$ cat src/rtl/lfsr_range_sampler.sv
// Rejection sampler: turns LFSR words into uniform integers in [0, limit), buffered in an FWFT FIFO.
// Optional acceptance/rejection statistics outputs are enabled by defining LFSR_SAMPLER_STATS_EN.
module lfsr_range_sampler #(
  parameter int OUT_W   = 6,
  parameter int DEPTH   = 4,
  parameter int REJ_MAX = 16
) (
  input  logic             clk,
  input  logic             reset,
  input  logic [63:0]      lfsr_in,
  input  logic [OUT_W-1:0] limit,
  input  logic             start,
  input  logic             stop,
  input  logic             clear,
  output logic [OUT_W-1:0] out_data,
  output logic             out_valid,
  input  logic             out_ready,
  output logic             busy,
  output logic             err,
  output logic [1:0]       err_code
`ifdef LFSR_SAMPLER_STATS_EN
  ,
  output logic [15:0]      acc_cnt,
  output logic [15:0]      rej_total
`endif
);

  localparam int PTR_W = $clog2(DEPTH);
  localparam int CNT_W = $clog2(DEPTH + 1);
  localparam int REJ_W = $clog2(REJ_MAX + 1);

  typedef enum logic [1:0] {S_IDLE, S_RUN, S_ERROR} state_t;
  typedef enum logic [1:0] {E_NONE, E_LIMIT_ZERO, E_LFSR_ZERO, E_REJ_OVF} err_t;

  state_t             state, state_nx;
  err_t               err_q, err_nx;
  logic [OUT_W-1:0]   limit_q;
  logic [REJ_W-1:0]   rej_cnt, rej_nx;
  logic [OUT_W-1:0]   mem [DEPTH];
  logic [PTR_W-1:0]   wr_ptr, rd_ptr, rd_nx;
  logic [CNT_W-1:0]   count, cnt_nx;
  logic [OUT_W-1:0]   cand, head_nx;
  logic               in_range, pop, space, push, reject, flush, arm;

  assign out_valid = (count != '0);
  assign err_code  = err_q;

  // NOTE: every variable assigned here gets a default first, so no path can infer a latch.
  always_comb begin
    cand     = lfsr_in[OUT_W-1:0];
    in_range = (cand < limit_q);
    pop      = out_valid && out_ready;
    space    = (count < CNT_W'(DEPTH)) || pop;
    state_nx = state;
    err_nx   = err_q;
    rej_nx   = rej_cnt;
    push     = 1'b0;
    reject   = 1'b0;
    flush    = 1'b0;
    arm      = 1'b0;
    case (state)
      S_IDLE: begin
        if (start) begin
          arm = 1'b1;
          if (limit == '0) begin
            state_nx = S_ERROR;
            err_nx   = E_LIMIT_ZERO;
          end else begin
            state_nx = S_RUN;
            rej_nx   = '0;
          end
        end
      end
      S_RUN: begin
        if (stop) begin
          state_nx = S_IDLE;
        end else if (lfsr_in == 64'd0) begin
          state_nx = S_ERROR;
          err_nx   = E_LFSR_ZERO;
        end else if (in_range) begin
          // A full FIFO drops the candidate without counting it as a rejection.
          if (space) begin
            push   = 1'b1;
            rej_nx = '0;
          end
        end else begin
          reject = 1'b1;
          rej_nx = rej_cnt + REJ_W'(1);
          if (rej_nx == REJ_W'(REJ_MAX)) begin
            state_nx = S_ERROR;
            err_nx   = E_REJ_OVF;
          end
        end
      end
      S_ERROR: begin
        if (clear) begin
          state_nx = S_IDLE;
          err_nx   = E_NONE;
          flush    = 1'b1;
        end
      end
      default: state_nx = S_IDLE;
    endcase

    rd_nx  = pop ? rd_ptr + PTR_W'(1) : rd_ptr;
    cnt_nx = count + CNT_W'(push) - CNT_W'(pop);
    // The new head is being written this cycle when it lands on the write slot.
    if (cnt_nx == '0)                   head_nx = out_data;
    else if (push && (rd_nx == wr_ptr)) head_nx = cand;
    else                                head_nx = mem[rd_nx];
  end

  // NOTE: sequential state uses non-blocking assignments so all registers update from pre-edge values.
  always_ff @(posedge clk) begin
    if (!reset) begin
      state    <= S_IDLE;
      err_q    <= E_NONE;
      busy     <= 1'b0;
      err      <= 1'b0;
      limit_q  <= '0;
      rej_cnt  <= '0;
      wr_ptr   <= '0;
      rd_ptr   <= '0;
      count    <= '0;
      out_data <= '0;
    end else begin
      state   <= state_nx;
      err_q   <= err_nx;
      busy    <= (state_nx == S_RUN);
      err     <= (state_nx == S_ERROR);
      rej_cnt <= rej_nx;
      if (arm && (limit != '0)) limit_q <= limit;
      if (flush) begin
        wr_ptr <= '0;
        rd_ptr <= '0;
        count  <= '0;
      end else begin
        if (push) wr_ptr <= wr_ptr + PTR_W'(1);
        rd_ptr   <= rd_nx;
        count    <= cnt_nx;
        out_data <= head_nx;
      end
    end
  end

  // NOTE: storage is not reset; occupancy is tracked by count and the visible head is its own register.
  always_ff @(posedge clk) begin
    if (push) mem[wr_ptr] <= cand;
  end

`ifdef LFSR_SAMPLER_STATS_EN
  always_ff @(posedge clk) begin
    if (!reset || arm) begin
      acc_cnt   <= '0;
      rej_total <= '0;
    end else begin
      if (push && (acc_cnt != 16'hFFFF))     acc_cnt   <= acc_cnt + 16'd1;
      if (reject && (rej_total != 16'hFFFF)) rej_total <= rej_total + 16'd1;
    end
  end
`endif

endmodule

$ cat config.mk
export PLATFORM = sky130hd
export DESIGN_NAME = lfsr_range_sampler
export DESIGN_NICKNAME = d
export VERILOG_FILES = /design/src/rtl/lfsr_range_sampler.sv
export SDC_FILE = /design/constraint.sdc
export NUM_CORES = 1
export LEC_CHECK = 0
export ABC_CLOCK_PERIOD_IN_PS = 6040
export CAP_MARGIN = 40
export CORE_MARGIN = 2
export CORE_UTILIZATION = 40
export CTS_CLUSTER_SIZE = 24
export DETAILED_ROUTE_END_ITERATION = 12
export HOLD_SLACK_MARGIN = 0.06
export PLACE_DENSITY = 0.7
export SYNTH_ARGS = -nofsm -noshare
export SYNTH_HDL_FRONTEND = slang
export SYNTH_SLANG_ARGS = --single-unit
$ cat constraint.sdc
create_clock -name clk -period 6.04 [get_ports clk]
set_input_delay 1.51 -clock clk [delete_from_list [all_inputs] [get_ports clk]]
set_output_delay 1.51 -clock clk [all_outputs]
set_load 0.05 [all_outputs]
==> run metrics <==
register-to-register setup slack 2.19 ns; layout net count 436; CTS tree done; initial antenna violation count 0; number of DRC markers in iteration 0 approximately 110; first-pass GRT wire length about 11000 um; HPWL Detailed approximately 5400 um; commonest non-fill, non-tap cells in the layout clkdlybuf4s50_1 (86), dfxtp_1 (30), edfxtp_1 (24), nor2_1 (18), nor4_1 (16); maximum clock rate 191.8 MHz; DIE HEIGHT about 87 um; area delta synth->final 38.30%; synthesis-stage register bit count 54; type of destination of the critical path register; DR WL/cell 15.88 um; register area share after synthesis 0.4742; hold_buf cts 0; Hold Crit Class register to register; outcome complete, no violations; commonest non-fill, non-tap cell in the layout clkdlybuf4s50_1; Setup Total Neg Slack 0 ns; Slew Limit Fails 0; Util after Layout 0.5704; worst vdd ir 0.1450 mV; io pins 87; Syn Area/Cell 10.84 um^2; total of max-cap violations 0; clock slew at reported path FFs 0.09 ns; final setup fails 0; Die Span X roughly 87 um; First-pass DRT Iterations 4; IO buf count 86; post-route clock period utilization 0.8633; EDFF count, synth 24; synthesized instance count between 200 and 300; fin crit period ~5.2 ns; drt drc 0; later-pin clock latency in the skew report ~0.3 ns; GP Congestion approximately 0.84; Post-Synthesis Cell Area about 2800 um^2; # diodes 0; multi-input logic area about 1400 um^2; Top FF cell, synth dfxtp_1; CTS max path bufs 2; vias in the first global route approximately 2300; PostCTS Resize Cnt 0; Vias/cell between 5 and 6; GRT Util Overall 0.1878; critical path type input port to register; setup bufs post-CTS 0; Synth async-reset ratio 0; Routed Antenna Nets 0; Initial Utilization 0.4124; clock sinks 54; Root Buffer clkbuf_8; Hold Fails Final Rpt 0; routed wire length 6796 um; worst rel slew slack 0.5087; worst-path fanout max 8; static leakage 1.399 nW; Worst Setup Start Kind input port; H-Tree Depth 2; Via Count 2310; Die ar. 7649 um^2; Unique masters post-synth 53; setup repair after global routing missed its margin false; actual slew at the worst max-slew pin between 0.7 and 0.8 ns; FP Rows 30; Yosys warning count 0; Clock Skews 0.01037 ns; global route overflow 0; CORE AREA 6756 um^2; layout cell share with drive strength beyond 1 0.08333; FF+latch area 1321 um^2; Fill cells ~600; CP Data Arrival Time around 5.5 ns; worst endpoint required time 6.29 ns; CTS buffer count 5; Cell Pwr Density between 300 and 400 nW/um^2; largest net degree at the start of global routing 21; Mapped Nets around 350
[cells by family (layout without fill, tap and decap cells)]
kind of cell	after synthesis	count (layout)	synth area share
simple gates	95	95	0.2070
compound gates	55	55	0.1608
flops	54	54	0.4742
buf+inv	20	111	0.02828
fa+ha+maj	13	13	0.06107
mux	13	13	0.04670
xor+xnor	7	7	0.02200
[Yosys cell counts (4+ instances only)]
cell | number | area (um^2)
ha_1 | 12 | 150.1
nand3_1 | 8 | 40.04
nor2b_1 | 9 | 56.30
mux2i_1 | 13 | 130.1
nand4_1 | 6 | 37.54
o21a_1 | 4 | 30.03
and2_2 | 4 | 30.03
inv_1 | 12 | 45.04
a211oi_1 | 8 | 60.06
edfxtp_1 | 24 | 720.7
and2_1 | 6 | 37.54
nor4_1 | 16 | 100.1
dfxtp_1 | 30 | 600.6
a21oi_1 | 15 | 75.07
nand2_1 | 9 | 33.78
nor2_1 | 18 | 67.56
xnor2_1 | 5 | 43.79
clkbuf_1 | 4 | 15.01
a221o_1 | 6 | 60.06
[worst max-delay path, stage by stage]
cell	delay [ns]
clkdlybuf4s50_1	0.63
ha_1	0.30
o21a_1	0.20
a21oi_4	0.18
o21ai_4	0.12
nor4_4	0.32
inv_2	0.09
ha_1	0.29
inv_1	0.06
ha_1	0.13
inv_1	0.04
fa_1	0.37
xor2_1	0.17
xnor2_1	0.20
nand3_1	0.13
a21oi_1	0.41
and2_1	0.21
a221o_1	0.10
[worst paths after layout]
check	startpoint	to	depth (start not counted)
setup / recovery	lfsr_in[4]	out_data[5]$_SDFFE_PN0P_	18
hold / removal	limit_q[3]$_SDFFE_PN0P_	limit_q[3]$_SDFFE_PN0P_	2
setup reg to reg	limit_q[3]$_SDFFE_PN0P_	out_data[5]$_SDFFE_PN0P_	18
hold reg to reg	limit_q[3]$_SDFFE_PN0P_	limit_q[3]$_SDFFE_PN0P_	2
[state kept, by name (all words and copies together), names as in the netlist]
name / count
busy: 1
count: 3
err: 1
err_code: 2
limit_q: 6
mem: 24
out_data: 6
rd_ptr: 2
rej_cnt: 5
state: 2
wr_ptr: 2
[through the flow]
stage	power (mW)	instance area, um^2	setup slack [ns]	hold WS (ns)	instances
after floorplan	0.7835	2786	1.112	0.4554	257
after global placement	0.9406	3747	0.6153	0.4747	420
after detailed placement	0.9507	3747	0.5346	0.4877	420
after CTS	1.185	3854	0.8577	0.5112	428
after global routing	1.249	3854	0.5143	0.5345	428
final	1.176	3854	0.8254	0.5085	428
[power breakdown]
group	total (mW)	switching, mW	internal, mW
logic	0.495	0.280	0.215
clock network	0.236	0.112	0.124
registers	0.445	0.0268	0.418
total	1.18	0.419	0.758
[final cells by class]
type                            instances  area share
Clock buffer                            7     0.01981
Clock inverter                          1    0.007792
Inverter                               13     0.01266
Multi-Input combinational cell        183      0.3597
Sequential cell                        54      0.3429
Tap cell                               80     0.02597
Timing Repair Buffer                   90      0.2312
[layer usage]
| layer | part of all wire | GRT usage | wire (um) |
|---|---|---|---|
| met5 | 0 | 0 | 0 |
| met4 | 0.0079 | 0.03357 | 54 |
| met3 | 0.035 | 0.03602 | 239 |
| met2 | 0.50 | 0.3271 | 3386 |
| met1 | 0.46 | 0.2441 | 3116 |
Note: power is estimated with default switching activity, not from simulation.
